$ cat src/rtl/rcntlr_bank_arbiter_pkg.sv
// Shared types and defaults for the register-bank arbiter.
package rcntlr_bank_arbiter_pkg;

  localparam int RC_ADDR_W  = 5;
  localparam int RC_DATA_W  = 8;
  localparam int RC_STATE_W = 3;

  typedef enum logic [RC_STATE_W-1:0] {
    RC_INIT    = 3'd0,
    RC_IDLE    = 3'd1,
    RC_WRITE   = 3'd2,
    RC_RD_ADDR = 3'd3,
    RC_RD_WAIT = 3'd4,
    RC_RD_ACK  = 3'd5
  } rc_state_e;

endpackage

$ cat src/rtl/rcntlr_bank_arbiter_rr_arb.sv
// Two-way round-robin grant. The grant is combinational; the memory of
// who won last is registered and only moves when a grant is issued.
module rcntlr_rr_arb
  import rcntlr_bank_arbiter_pkg::*;
(
  input  logic clk,
  input  logic rst,
  input  logic req0,
  input  logic req1,
  input  logic en,
  output logic gnt0,
  output logic gnt1
);

  logic rr_last_q;
  logic rr_last_d;

  // Grant the sole requester, or on a tie the port that did not win last.
  always_comb begin
    gnt0      = en & req0 & (~req1 | rr_last_q);
    gnt1      = en & req1 & (~req0 | ~rr_last_q);
    rr_last_d = rr_last_q;
    if (gnt0) begin
      rr_last_d = 1'b0;
    end else if (gnt1) begin
      rr_last_d = 1'b1;
    end
  end

  // rr_last resets to 1 so m0 wins the first tie.
  always_ff @(posedge clk or posedge rst) begin
    if (rst) begin
      rr_last_q <= 1'b1;
    end else begin
      rr_last_q <= rr_last_d;
    end
  end

endmodule

$ cat src/rtl/rcntlr_bank_arbiter.sv
// Shares a single-port register bank between the host (m0) and the SPI-side
// controller (m1). Optionally sweeps the bank to INIT_VAL after reset.
//
// state      | meaning
// RC_INIT    | sweep-writing INIT_VAL to every address
// RC_IDLE    | sampling requests, granting one
// RC_WRITE   | single bank write cycle, ack to the granted port
// RC_RD_ADDR | read address presented to the bank
// RC_RD_WAIT | bank data settling; captured on the edge leaving this state
// RC_RD_ACK  | read data valid, ack to the granted port
module rcntlr_bank_arbiter
  import rcntlr_bank_arbiter_pkg::*;
#(
  parameter int                ADDR_W   = RC_ADDR_W,
  parameter int                DATA_W   = RC_DATA_W,
  parameter bit                INIT_EN  = 1'b1,
  parameter logic [DATA_W-1:0] INIT_VAL = '0
) (
  input  logic              clk,
  input  logic              rst,
  input  logic              m0_req,
  input  logic              m0_wr,
  input  logic [ADDR_W-1:0] m0_addr,
  input  logic [DATA_W-1:0] m0_wdata,
  output logic              m0_ack,
  output logic [DATA_W-1:0] m0_rdata,
  input  logic              m1_req,
  input  logic              m1_wr,
  input  logic [ADDR_W-1:0] m1_addr,
  input  logic [DATA_W-1:0] m1_wdata,
  output logic              m1_ack,
  output logic [DATA_W-1:0] m1_rdata,
  output logic              bank_wr,
  output logic [ADDR_W-1:0] bank_address,
  output logic [DATA_W-1:0] bank_data_in,
  input  logic [DATA_W-1:0] bank_data_out,
  output logic              init_done,
  output logic              busy
);

  // One past the last address: the extra counter bit lets the sweep end.
  localparam logic [ADDR_W:0] CNT_END = {1'b1, {ADDR_W{1'b0}}};
  localparam logic [ADDR_W:0] CNT_ONE = {{ADDR_W{1'b0}}, 1'b1};

  rc_state_e         state_q, state_d;
  logic [ADDR_W:0]   cnt_q, cnt_d;
  logic              sel_q, sel_d;
  logic              bank_wr_q, bank_wr_d;
  logic [ADDR_W-1:0] bank_address_q, bank_address_d;
  logic [DATA_W-1:0] bank_data_in_q, bank_data_in_d;
  logic              m0_ack_q, m0_ack_d;
  logic              m1_ack_q, m1_ack_d;
  logic [DATA_W-1:0] m0_rdata_q, m0_rdata_d;
  logic [DATA_W-1:0] m1_rdata_q, m1_rdata_d;
  logic              init_done_q, init_done_d;
  logic              gnt0, gnt1;

  rcntlr_rr_arb u_arb (
    .clk  (clk),
    .rst  (rst),
    .req0 (m0_req),
    .req1 (m1_req),
    .en   (state_q == RC_IDLE),
    .gnt0 (gnt0),
    .gnt1 (gnt1)
  );

  // Next-state and registered-output decode for the access sequencer.
  always_comb begin
    state_d        = state_q;
    cnt_d          = cnt_q;
    sel_d          = sel_q;
    bank_wr_d      = 1'b0;
    bank_address_d = bank_address_q;
    bank_data_in_d = bank_data_in_q;
    m0_ack_d       = 1'b0;
    m1_ack_d       = 1'b0;
    m0_rdata_d     = m0_rdata_q;
    m1_rdata_d     = m1_rdata_q;
    init_done_d    = init_done_q;
    case (state_q)
      RC_INIT: begin
        if (cnt_q == CNT_END) begin
          state_d     = RC_IDLE;
          init_done_d = 1'b1;
        end else begin
          bank_wr_d      = 1'b1;
          bank_address_d = cnt_q[ADDR_W-1:0];
          bank_data_in_d = INIT_VAL;
          cnt_d          = cnt_q + CNT_ONE;
        end
      end
      RC_IDLE: begin
        init_done_d = 1'b1;
        if (gnt0 || gnt1) begin
          sel_d          = gnt1;
          bank_address_d = gnt1 ? m1_addr : m0_addr;
          if (gnt1 ? m1_wr : m0_wr) begin
            state_d        = RC_WRITE;
            bank_wr_d      = 1'b1;
            bank_data_in_d = gnt1 ? m1_wdata : m0_wdata;
            m0_ack_d       = gnt0;
            m1_ack_d       = gnt1;
          end else begin
            state_d = RC_RD_ADDR;
          end
        end
      end
      RC_WRITE:   state_d = RC_IDLE;
      RC_RD_ADDR: state_d = RC_RD_WAIT;
      RC_RD_WAIT: begin
        state_d = RC_RD_ACK;
        if (sel_q) begin
          m1_rdata_d = bank_data_out;
          m1_ack_d   = 1'b1;
        end else begin
          m0_rdata_d = bank_data_out;
          m0_ack_d   = 1'b1;
        end
      end
      RC_RD_ACK:  state_d = RC_IDLE;
      default:    state_d = RC_IDLE;
    endcase
  end

  // State and output registers; reset aborts any access and restarts the sweep.
  always_ff @(posedge clk or posedge rst) begin
    if (rst) begin
      if (INIT_EN) begin
        state_q <= RC_INIT;
      end else begin
        state_q <= RC_IDLE;
      end
      cnt_q          <= '0;
      sel_q          <= 1'b0;
      bank_wr_q      <= 1'b0;
      bank_address_q <= '0;
      bank_data_in_q <= '0;
      m0_ack_q       <= 1'b0;
      m1_ack_q       <= 1'b0;
      m0_rdata_q     <= '0;
      m1_rdata_q     <= '0;
      init_done_q    <= 1'b0;
    end else begin
      state_q        <= state_d;
      cnt_q          <= cnt_d;
      sel_q          <= sel_d;
      bank_wr_q      <= bank_wr_d;
      bank_address_q <= bank_address_d;
      bank_data_in_q <= bank_data_in_d;
      m0_ack_q       <= m0_ack_d;
      m1_ack_q       <= m1_ack_d;
      m0_rdata_q     <= m0_rdata_d;
      m1_rdata_q     <= m1_rdata_d;
      init_done_q    <= init_done_d;
    end
  end

  assign bank_wr      = bank_wr_q;
  assign bank_address = bank_address_q;
  assign bank_data_in = bank_data_in_q;
  assign m0_ack       = m0_ack_q;
  assign m1_ack       = m1_ack_q;
  assign m0_rdata     = m0_rdata_q;
  assign m1_rdata     = m1_rdata_q;
  assign init_done    = init_done_q;
  assign busy         = (state_q != RC_IDLE);

endmodule

$ cat config.mk
export PLATFORM = sky130hd
export DESIGN_NAME = rcntlr_bank_arbiter
export DESIGN_NICKNAME = d
export VERILOG_FILES = /design/src/rtl/rcntlr_bank_arbiter_pkg.sv /design/src/rtl/rcntlr_bank_arbiter_rr_arb.sv /design/src/rtl/rcntlr_bank_arbiter.sv
export SDC_FILE = /design/constraint.sdc
export NUM_CORES = 1
export LEC_CHECK = 0
export BUFFER_PORTS_ARGS = -buffer_cell sky130_fd_sc_hd__buf_2
export CORE_MARGIN = 5
export CORE_UTILIZATION = 35
export CTS_BUF_LIST = sky130_fd_sc_hd__clkbuf_8
export CTS_CLUSTER_DIAMETER = 50
export DETAILED_ROUTE_END_ITERATION = 8
export PLACE_DENSITY = 0.55
export REMOVE_ABC_BUFFERS = 1
export SLEW_MARGIN = 10
export SYNTH_ARGS = -nofsm -noshare
export SYNTH_HDL_FRONTEND = slang
export SYNTH_HIERARCHICAL = 1
export SYNTH_SLANG_ARGS = --single-unit
export TNS_END_PERCENT = 30
$ cat constraint.sdc
create_clock -name clk -period 2.8 [get_ports clk]
set_input_delay 0.56 -clock clk [delete_from_list [all_inputs] [get_ports clk]]
set_output_delay 0.56 -clock clk [all_outputs]
set_load 0.01 [all_outputs]
# Word level (Yosys, flattened, before mapping)
# Cells that the tools add are included.
# Widths: inputs -> output; s select.
dict set report totals {
  reg_bits 44
  inputBits 40
  output_inout_bits 34
  word_cells 75
}
dict set report classes {
  addsub 1
  n_eq_ne 9
  mux 30
  bitwise 11
  n_reduce_logical 12
}
# cell count
set op_table {}
lappend op_table {{$mux 8} 4}
lappend op_table {{$pmux 8 s2} 1}
lappend op_table {{$mux 5} 3}
lappend op_table {{$mux 1} 14}
lappend op_table {{$pmux 3 s4} 1}
lappend op_table {{$reduce_and 2->1} 6}
lappend op_table {{$pmux 5 s2} 1}
lappend op_table {{$ne 2x2->1 const B} 4}
lappend op_table {{$pmux 1 s2} 4}
lappend op_table {{$add 6x1->6 const B} 1}
lappend op_table {{$eq 6x6->1 const B} 1}
lappend op_table {{$mux 3} 2}
lappend op_table {{$not 1->1} 5}
lappend op_table {{$and 1x1->1} 4}
lappend op_table {{$reduce_and 4->1} 1}
lappend op_table {{$reduce_bool 2->1} 2}
lappend op_table {{$eq 3x1->1 const B} 1}
lappend op_table {{$eq 3x2->1 const B} 1}
lappend op_table {{$eq 3x3->1 const B} 1}
lappend op_table {{$logic_not 3->1} 1}
lappend op_table {{$ne 3x1->1 const B} 1}
lappend op_table {{$reduce_and 3->1} 1}
lappend op_table {{$or 1x1->1} 2}
lappend op_table {{$logic_or 1x1->1} 1}

# Depth between registers and ports, before layout
# Gate-level depths: netlist of run 1.
dict set report depth {
  word_depth 7
  depth_mapped 12
  ltp_nobuf 9
}

# Cells and area by module
# Netlist of run 1, hierarchy kept.
# module n_inst cells_per_inst area_per_inst_um2 seq_area_each_um2
set by_module_without_submodules {}
lappend by_module_without_submodules {rcntlr_bank_arbiter 1 177 2037.0 1076.0}
lappend by_module_without_submodules {rcntlr_rr_arb 1 9 66.3 26.3}

# Least setup slack after synthesis of run 1
# Ideal clock, no wire load.
dict set report synth_timing {
  path_kind {register to register}
  from {register state_q[2]}
  to {register state_q[0]}
  setup_time_ns 0.066
  arrival_time_ns 2.453
  required_ns 2.734
  setup_slack_ns 0.281
  stages_incl_launch_ff 13
  n_path_buf 3
  period_less_slack_ns 2.519
  cell_sequence {dfrtp_1 > nor2_1 > nand2_1 > inv_1 > buf_2 > nand2_1 > a21oi_1 > buf_8 > and3b_1 > a21oi_1 > buf_2 > nor2b_1 > o31a_1}
}
dict set report synth_via {
  elab_chain_len 7
  word_cells_on_any_way 16
  classes_between {eq/ne (5); mux (4); bitwise (4); reduce/logical (3)}
}
# item line
set synth_rtl {}
lappend synth_rtl {{start: declaration} rcntlr_bank_arbiter.sv:45} ;# rc_state_e state_q, state_d;
lappend synth_rtl {{start signal: assignment} rcntlr_bank_arbiter.sv:145} ;# state_q <= state_d;
lappend synth_rtl {{$eq 3x1->1 *} rcntlr_bank_arbiter.sv:63} ;# .en (state_q == RC_IDLE),
lappend synth_rtl {{$and 1x1->1 * (2 in a row)} rcntlr_bank_arbiter_rr_arb.sv:21} ;# gnt1 = en & req1 & (~req0 | ~rr_last_q);
lappend synth_rtl {{via gnt1} rcntlr_bank_arbiter.sv:56} ;# logic gnt0, gnt1;
lappend synth_rtl {{$mux 1 (2 in a row)} rcntlr_bank_arbiter.sv:98} ;# if (gnt1 ? m1_wr : m0_wr) begin
lappend synth_rtl {{$mux 3} rcntlr_bank_arbiter.sv:95} ;# if (gnt0 || gnt1) begin
lappend synth_rtl {{$pmux 3 s4} rcntlr_bank_arbiter.sv:81} ;# case (state_q)
# The timed path passes the listed nets; every way through them passes the cells marked *. The select of a mux whose other input is x is not followed.
# A chain may end at the register's enable or synchronous reset.

# Worst setup path in the final report of run 1
dict set report layout_timing {
  from {register state_q[2]}
  to {register bank_data_in_q[6] (netlist: bank_data_in[6])}
}
dict set report layout_via {
  word_cells_on_any_way 17
  classes_between {eq/ne (4); mux (5); bitwise (4); reduce/logical (4)}
}
# item line
set layout_rtl {}
lappend layout_rtl {{$eq 3x1->1} rcntlr_bank_arbiter.sv:63}
lappend layout_rtl {{$and 1x1->1 (2 in a row)} rcntlr_bank_arbiter_rr_arb.sv:20} ;# gnt0 = en & req0 & (~req1 | rr_last_q);
lappend layout_rtl {{via gnt0} rcntlr_bank_arbiter.sv:56}
lappend layout_rtl {{$logic_or 1x1->1} rcntlr_bank_arbiter.sv:95}
lappend layout_rtl {{$ne 2x2->1 (no line)} --}
lappend layout_rtl {{$reduce_and 4->1 (no line)} --}
lappend layout_rtl {{end signal: assignment} rcntlr_bank_arbiter.sv:150} ;# bank_data_in_q <= bank_data_in_d;
lappend layout_rtl {{end: declaration} rcntlr_bank_arbiter.sv:50} ;# logic [DATA_W-1:0] bank_data_in_q, bank_data_in_d;
# The timed path passes the listed nets, and every way through them passes these cells. The select of a mux whose other input is x is not followed.

==> impl_metrics.env, run 1 <==
export IMPL_setup_total_negative_slack_ps=0
export IMPL_hold_worst_slack_ps=270
export IMPL_post_synth_top_count_cell="dfrtp_1"
export IMPL_maxClockFrequency_ghz=0.433
export IMPL_synth_area_leader_cell="dfrtp_1"
export IMPL_antenna_found_initial=0
export IMPL_synth_top_family_by_area="multiplexers"
export IMPL_design_area_sq_mm=0.00268
export IMPL_synth_top_cells_by_area="dfrtp_1 51%, mux2_2 9.1%, mux2i_1 8.6%"
export IMPL_synth_sequential_area_ratio_pct=52.4
export IMPL_worst_pin_slew_ps=875
export IMPL_syn_area_per_cell_sq_um=11.3
export IMPL_floorplan_io_pins=74
export IMPL_global_route_wire_length_before_repair_um=7770
export IMPL_place_ws_ps=511
export IMPL_fillerInstances=566
export IMPL_clock_sinks=44
export IMPL_cts_root_buffer="clkbuf_8"
export IMPL_power_mw=2.82
export IMPL_fin_ws_ps=489
export IMPL_layout_worst_path_cycle_share_pct=82.6
export IMPL_layout_drive_gt1_share_pct=43.4
export IMPL_regToRegSetupSlack_ps=490
export IMPL_critPathCapture="bank_data_in[6]"
export IMPL_core_area_sq_mm=0.00589
export IMPL_critical_path_startpoint_type="register"
export IMPL_post_synth_inst_count=186
export IMPL_areal_power_density_over_the_cells_mw_per_mm2=1050
export IMPL_number_of_global_route_vias_before_repair=1669
export IMPL_detailed_place_area_sq_mm=0.00258
export IMPL_die_x_um=87.5
export IMPL_finalClockSkew_ps=3.39
export IMPL_critical_path_reg2reg_endpoint="bank_data_in[6]"
export IMPL_total_die_area_sq_mm=0.00766
export IMPL_drcViolationCount=0
export IMPL_synth_cell_types=34
export IMPL_route_detailed_wl_per_inst_um=14.3
export IMPL_grt_setup_unrepaired="no"
export IMPL_detailroute_via_count=1638
export IMPL_worstHoldPathType="in -> async"
export IMPL_ys_async_sr_fraction_pct=100
export IMPL_post_synth_top_area_fraction_pct=51.2
export IMPL_antenna_diode_count=0
export IMPL_synth_simple_gate_area_share_pct=14.2
export IMPL_first_pass_iters=4
export IMPL_worst_ep_arrival_time_ps=2540
export IMPL_synth_mux_area_share_pct=19.1
export IMPL_via_per_inst=4.79
export IMPL_yosysWarningCount=6
export IMPL_syn_area_sq_mm=0.00210
export IMPL_max_cap_viol_count=0
export IMPL_htreeDepth=2
export IMPL_report_final_hold_viol_count=0
export IMPL_yosys_area_share_xor_xnor_pct=1.67
export IMPL_synth_edff_count=0
export IMPL_type_of_destination_of_the_critical_path="register"
export IMPL_nNetsFinal=308
export IMPL_place_congestion=0.769
export IMPL_count_of_pins_over_their_slew_limit=0
export IMPL_place_port_buffers=73
export IMPL_clk_pin_slew_ps=80
export IMPL_path_class="reg -> reg"
export IMPL_reg2regPathDepth=11
export IMPL_grt_max_degree=44
export IMPL_crit_path_max_fanout=18
export IMPL_ys_dominant_reg_cell="dfrtp_1"
export IMPL_synthesis_stage_register_bit_count=44
export IMPL_antenna_left=0
export IMPL_cts_hold_buffers=0
export IMPL_tritoncts_num_buffers=5
export IMPL_clock_latency_ps=290
export IMPL_setup_violations_final=0
export IMPL_startpoint_of_the_worst_slack_reg_to_reg_timing_path="state_q[2]"
export IMPL_flow_area_growth_from_synthesis_pct=27.6
export IMPL_synth_fa_ha_area_share_pct=1.19
export IMPL_yosys_top_cells_count="43 x dfrtp_1, 20 x nand2_1, 18 x mux2i_1"
export IMPL_gr_usage_all_layers_pct=13.0
export IMPL_detailed_place_hpwl_um=3730
export IMPL_crit_required_ps=3030
export IMPL_cp_startpoint="state_q[2]"
export IMPL_synth_compound_area_share_pct=7.08
export IMPL_routed_wirelength_um=4890
export IMPL_slew_limit_headroom_pct=41.6
export IMPL_vdd_ir_drop_max_mv=0.361
export IMPL_postCtsSetupRepairBufs=0
export IMPL_gr_total_overflow=0
export IMPL_shortest_period_the_worst_path_allows_ps=2310
export IMPL_detail_route_iter0_violations=55
export IMPL_clock_path_buffers=2
export IMPL_floorplan_initialDensity_pct=35.7
export IMPL_tritoncts="built"
export IMPL_std_cell_rows=28
export IMPL_leakagePower_nw=1.41
export IMPL_status="finished clean"
export IMPL_cts_resized=0
export IMPL_floorplan_die_height_um=87.5
-- per-layer routing --
layer	global-route usage, %	wire, um	up-vias	share of wire [%]
met3	5.11	434	6	8.9
met5	0	0	-	0
li1	-	-	804	-
met2	20.8	2250	57	46
met4	3.49	48	0	0.98
met1	16.3	2160	771	44
-- per-stage QoR --
step,std cells,utilization [%]
after floorplan,178,-
after global placement,334,43.8
after detailed placement,334,43.8
after CTS,342,45.6
after global routing,342,45.6
final,342,45.6
-- sequential cells by signal, indices dropped and copies added, names as in the netlist, 3 cells and up --
name          cells
bank_data_in      8
m0_rdata          8
m1_rdata          8
cnt_q             6
bank_address      5
state_q           3
-- final cells by class --
cell class	count	area, sq um	area share [%]
Sequential cell	44	1100	41.1
Multi-Input combinational cell	123	913	34.0
Timing Repair Buffer	81	425	15.9
Tap cell	75	93.8	3.50
Clock buffer	5	68.8	2.56
Inverter	11	41.3	1.54
Clock inverter	3	38.8	1.45
-- worst min-delay path by stage --
stage | from | to | slack [ps]
after CTS | rst | u_arb/rr_last_q | 260
after global placement | cnt_q[5] | cnt_q[5] | 460
final | rst | u_arb/rr_last_q | 270
after global routing | rst | u_arb/rr_last_q | 270
after floorplan | cnt_q[5] | cnt_q[5] | 440
after detailed placement | init_done | init_done | 460
-- cells by family (layout without fill, tap and decap cells) --
family                     count (synthesis)  in the layout
buffers and inverters                     19            100
DFF                                       44             44
and+or+nand+nor                           60             60
muxes                                     37             37
adders and majority gates                  2              2
AOI/OAI and AO/OA                         20             20
xor gates and xnor gates                   4              4
-- cells in the final DEF, fill, tap and decap left out, types with 2 or more instances in the layout --
| cell type | Yosys | final |
|---|---|---|
| a21oi_1 | 6 | 5 |
| a21oi_2 | 1 | 2 |
| and3_1 | 4 | 4 |
| buf_2 | 4 | 73 |
| buf_4 | 1 | 8 |
| clkbuf_8 | 0 | 5 |
| dfrtp_1 | 43 | 43 |
| ha_1 | 2 | 2 |
| inv_1 | 11 | 11 |
| mux2_2 | 17 | 17 |
| mux2_4 | 2 | 2 |
| mux2i_1 | 18 | 18 |
| nand2_1 | 20 | 20 |
| nand3_1 | 17 | 17 |
| nor2_1 | 6 | 6 |
| o21ai_0 | 5 | 5 |
| or3_1 | 8 | 8 |
| xnor2_1 | 2 | 2 |
| xor2_1 | 2 | 2 |
-- critical path, cell delays in order (launching register included) --
cell and delay (ps):
dfrtp_1 450, nor2_1 160, nand2_1 80, inv_1 180, buf_4 210, nand2_1 60, a21oi_1 210, and3b_1 200
a21oi_1 40, buf_4 200, or3_1 370, nand3_1 90
-- where the power goes --
part | switching, mW | leakage [nW] | internal, mW | total, mW
logic | 0.690 | 0.790 | 0.611 | 1.30
clock network | 0.209 | 0.0593 | 0.261 | 0.470
registers | 0.155 | 0.556 | 0.891 | 1.05
No activity file was read; power rests on OpenSTA's default activity.
==> run 2, diff against run 1 <==
--- a/config.mk
+++ b/config.mk
@@ -11,7 +11,7 @@
 export CTS_BUF_LIST = sky130_fd_sc_hd__clkbuf_8
 export CTS_CLUSTER_DIAMETER = 50
 export DETAILED_ROUTE_END_ITERATION = 8
-export PLACE_DENSITY = 0.55
+export PLACE_DENSITY = 0.58
 export REMOVE_ABC_BUFFERS = 1
 export SLEW_MARGIN = 10
 export SYNTH_ARGS = -nofsm -noshare
==> constraint.sdc (replaced) <==
create_clock -name clk -period 2.01 [get_ports clk]
set_input_delay 0.402 -clock clk [delete_from_list [all_inputs] [get_ports clk]]
set_output_delay 0.402 -clock clk [all_outputs]
set_load 0.01 [all_outputs]
==> run 2 against run 1 <==
Against the previous run: non-clock buffer count up 15; hold slack lost 160 ps; combinational power up 61%; flip-flop and latch count is the same; first-iteration DRC count fell by 5.5%; clock power up 18%; count of clock-buffer cells in the layout increased by 1; clock skew is 3.2 ps higher; critical path depth decreased by 1; cell area is 6.5% higher; cell count up 4.4%; largest power group unchanged.
==> impl_metrics.env, run 2 (same netlist as run 1, synthesis figures left out) <==
export IMPL_layout_worst_path_cycle_share_pct=93.2
export IMPL_vdd_ir_drop_max_mv=0.480
export IMPL_reg2regPathDepth=10
export IMPL_power_frac_comb_pct=51.3
export IMPL_crit_path_max_fanout=9
export IMPL_layout_drive_gt1_share_pct=48.9
export IMPL_leakagePower_nw=1.49
export IMPL_setup_total_negative_slack_ps=0
export IMPL_number_of_global_route_vias_before_repair=1678
export IMPL_total_die_area_sq_mm=0.00766
export IMPL_wl_met2_um=2330
export IMPL_finalClockSkew_ps=6.56
export IMPL_net_switching_power_mw=1.51
export IMPL_clkPwrFrac_pct=13.6
export IMPL_cts_root_buffer="clkbuf_8"
export IMPL_met3_length_um=297
export IMPL_tritoncts="built"
export IMPL_die_x_um=87.5
export IMPL_global_route_wire_length_before_repair_um=7960
export IMPL_final_common_cell="buf_2"
export IMPL_detail_route_iter0_violations=52
export IMPL_count_of_pins_over_their_slew_limit=0
export IMPL_shortest_period_the_worst_path_allows_ps=1870
export IMPL_areal_power_density_over_the_cells_mw_per_mm2=1430
export IMPL_slew_limit_headroom_pct=69.5
export IMPL_path_class="reg -> reg"
export IMPL_antenna_left=0
export IMPL_detailroute_via_count=1668
export IMPL_floorplan_die_height_um=87.5
export IMPL_clock_latency_ps=290
export IMPL_routed_wirelength_um=4850
export IMPL_floorplan_initialDensity_pct=35.7
export IMPL_grt_max_degree=25
export IMPL_status="finished clean"
export IMPL_clock_path_buffers=2
export IMPL_flow_area_growth_from_synthesis_pct=35.9
export IMPL_gr_usage_all_layers_pct=13.5
export IMPL_maxClockFrequency_ghz=0.534
export IMPL_topRoutingLayerUsed="met4"
export IMPL_first_pass_iters=4
export IMPL_worst_pin_slew_ps=452
export IMPL_via_per_inst=4.67
export IMPL_critical_path_startpoint_type="register"
export IMPL_report_final_hold_viol_count=0
export IMPL_p_int_mw=2.57
export IMPL_cts_hold_buffers=0
export IMPL_type_of_destination_of_the_critical_path="register"
export IMPL_place_congestion=0.805
export IMPL_setup_violations_final=0
export IMPL_detailed_place_area_sq_mm=0.00267
export IMPL_power_share_of_the_sequential_group_pct=35.1
export IMPL_max_cap_viol_count=0
export IMPL_detailed_place_hpwl_um=3630
export IMPL_worst_ep_arrival_time_ps=2100
export IMPL_crit_required_ps=2240
export IMPL_clk_pin_slew_ps=80
export IMPL_antenna_diode_count=0
export IMPL_std_cell_rows=28
export IMPL_met1_length_um=2140
export IMPL_design_area_sq_mm=0.00286
export IMPL_route_detailed_wl_per_inst_um=13.6
export IMPL_worstHoldPathType="in -> async"
export IMPL_core_area_sq_mm=0.00589
export IMPL_floorplan_io_pins=74
export IMPL_tritoncts_num_buffers=5
export IMPL_nNetsFinal=323
export IMPL_layout_cells_most_common_list="73 x buf_2, 43 x dfrtp_1, 18 x nand2_1"
export IMPL_htreeDepth=2
export IMPL_antenna_found_initial=0
export IMPL_clock_sinks=44
export IMPL_place_port_buffers=73
export IMPL_switching_share_pct=37.1
export IMPL_drcViolationCount=0
export IMPL_gr_total_overflow=0
[run 2: area by class of cell]
class	instances	area, sq um
clock buffer	6	82.6
clock inverter	2	10.0
fill	564	3030
inverter	11	41.3
multi-input combinational	123	936
sequential	44	1100
tap	75	93.8
timing repair buffer	96	592
[run 2: metrics by stage]
step | setup slack [ps] | hold WS (ps) | total power, mW | utilization [%] | std cells
2_1_floorplan | -1830 | 292 | 2.57 | - | 178
3_3_place_gp | 35.7 | 416 | 3.39 | 45.3 | 343
3_5_place_dp | -12.0 | 423 | 3.42 | 45.3 | 343
4_1_cts | 8.23 | 101 | 4.10 | 48.0 | 355
5_1_grt | -3.82 | 102 | 4.41 | 48.6 | 357
6_report | 137 | 106 | 4.08 | 48.6 | 357
[run 2: worst max-delay path, cell delays in order (launching register included)]
cell and delay (ps):
dfrtp_1 400, nor2_2 160, nand2_2 80, inv_2 80, nand2_2 80, a21oi_4 210, and3b_1 220, a21oi_2 170
buf_6 160, nor2b_1 140, o31a_1 130
[run 2: worst paths after layout]
kind | from | to | slack (ps)
hold reg to reg | cnt_q[5] | cnt_q[5] | 470
max in group asynchronous | rst | bank_data_in[1] | 1440
min in group clk | bank_data_out[2] | m1_rdata[2] | 360
setup / recovery | state_q[2] | state_q[0] | 140
hold / removal | rst | m1_rdata[2] | 110
setup reg to reg | state_q[2] | state_q[0] | 140
[run 2: routing by layer]
layer	track usage (%)	vias to the layer above
met1	17.2	779
met4	5.16	0
met3	3.41	6
met5	0	-
met2	22.1	45
li1	-	838
[run 2: what timing repair did]
action / 4_1_cts / 5_1_grt
resized for setup: 2 / 7
setup buffers: 4 / 1
pin swaps: 0 / 1
endpoints found under the setup margin: 14 / 15
gates cloned: 0 / 1
[run 2: power groups by stage]
stage	sequential (mW)	combinational, mW	clock [mW]
after floorplan	1.61	0.959	0
after global placement	1.44	1.95	0
after detailed placement	1.45	1.97	0
after CTS	1.44	2.08	0.585
after global routing	1.48	2.31	0.627
final	1.43	2.09	0.554
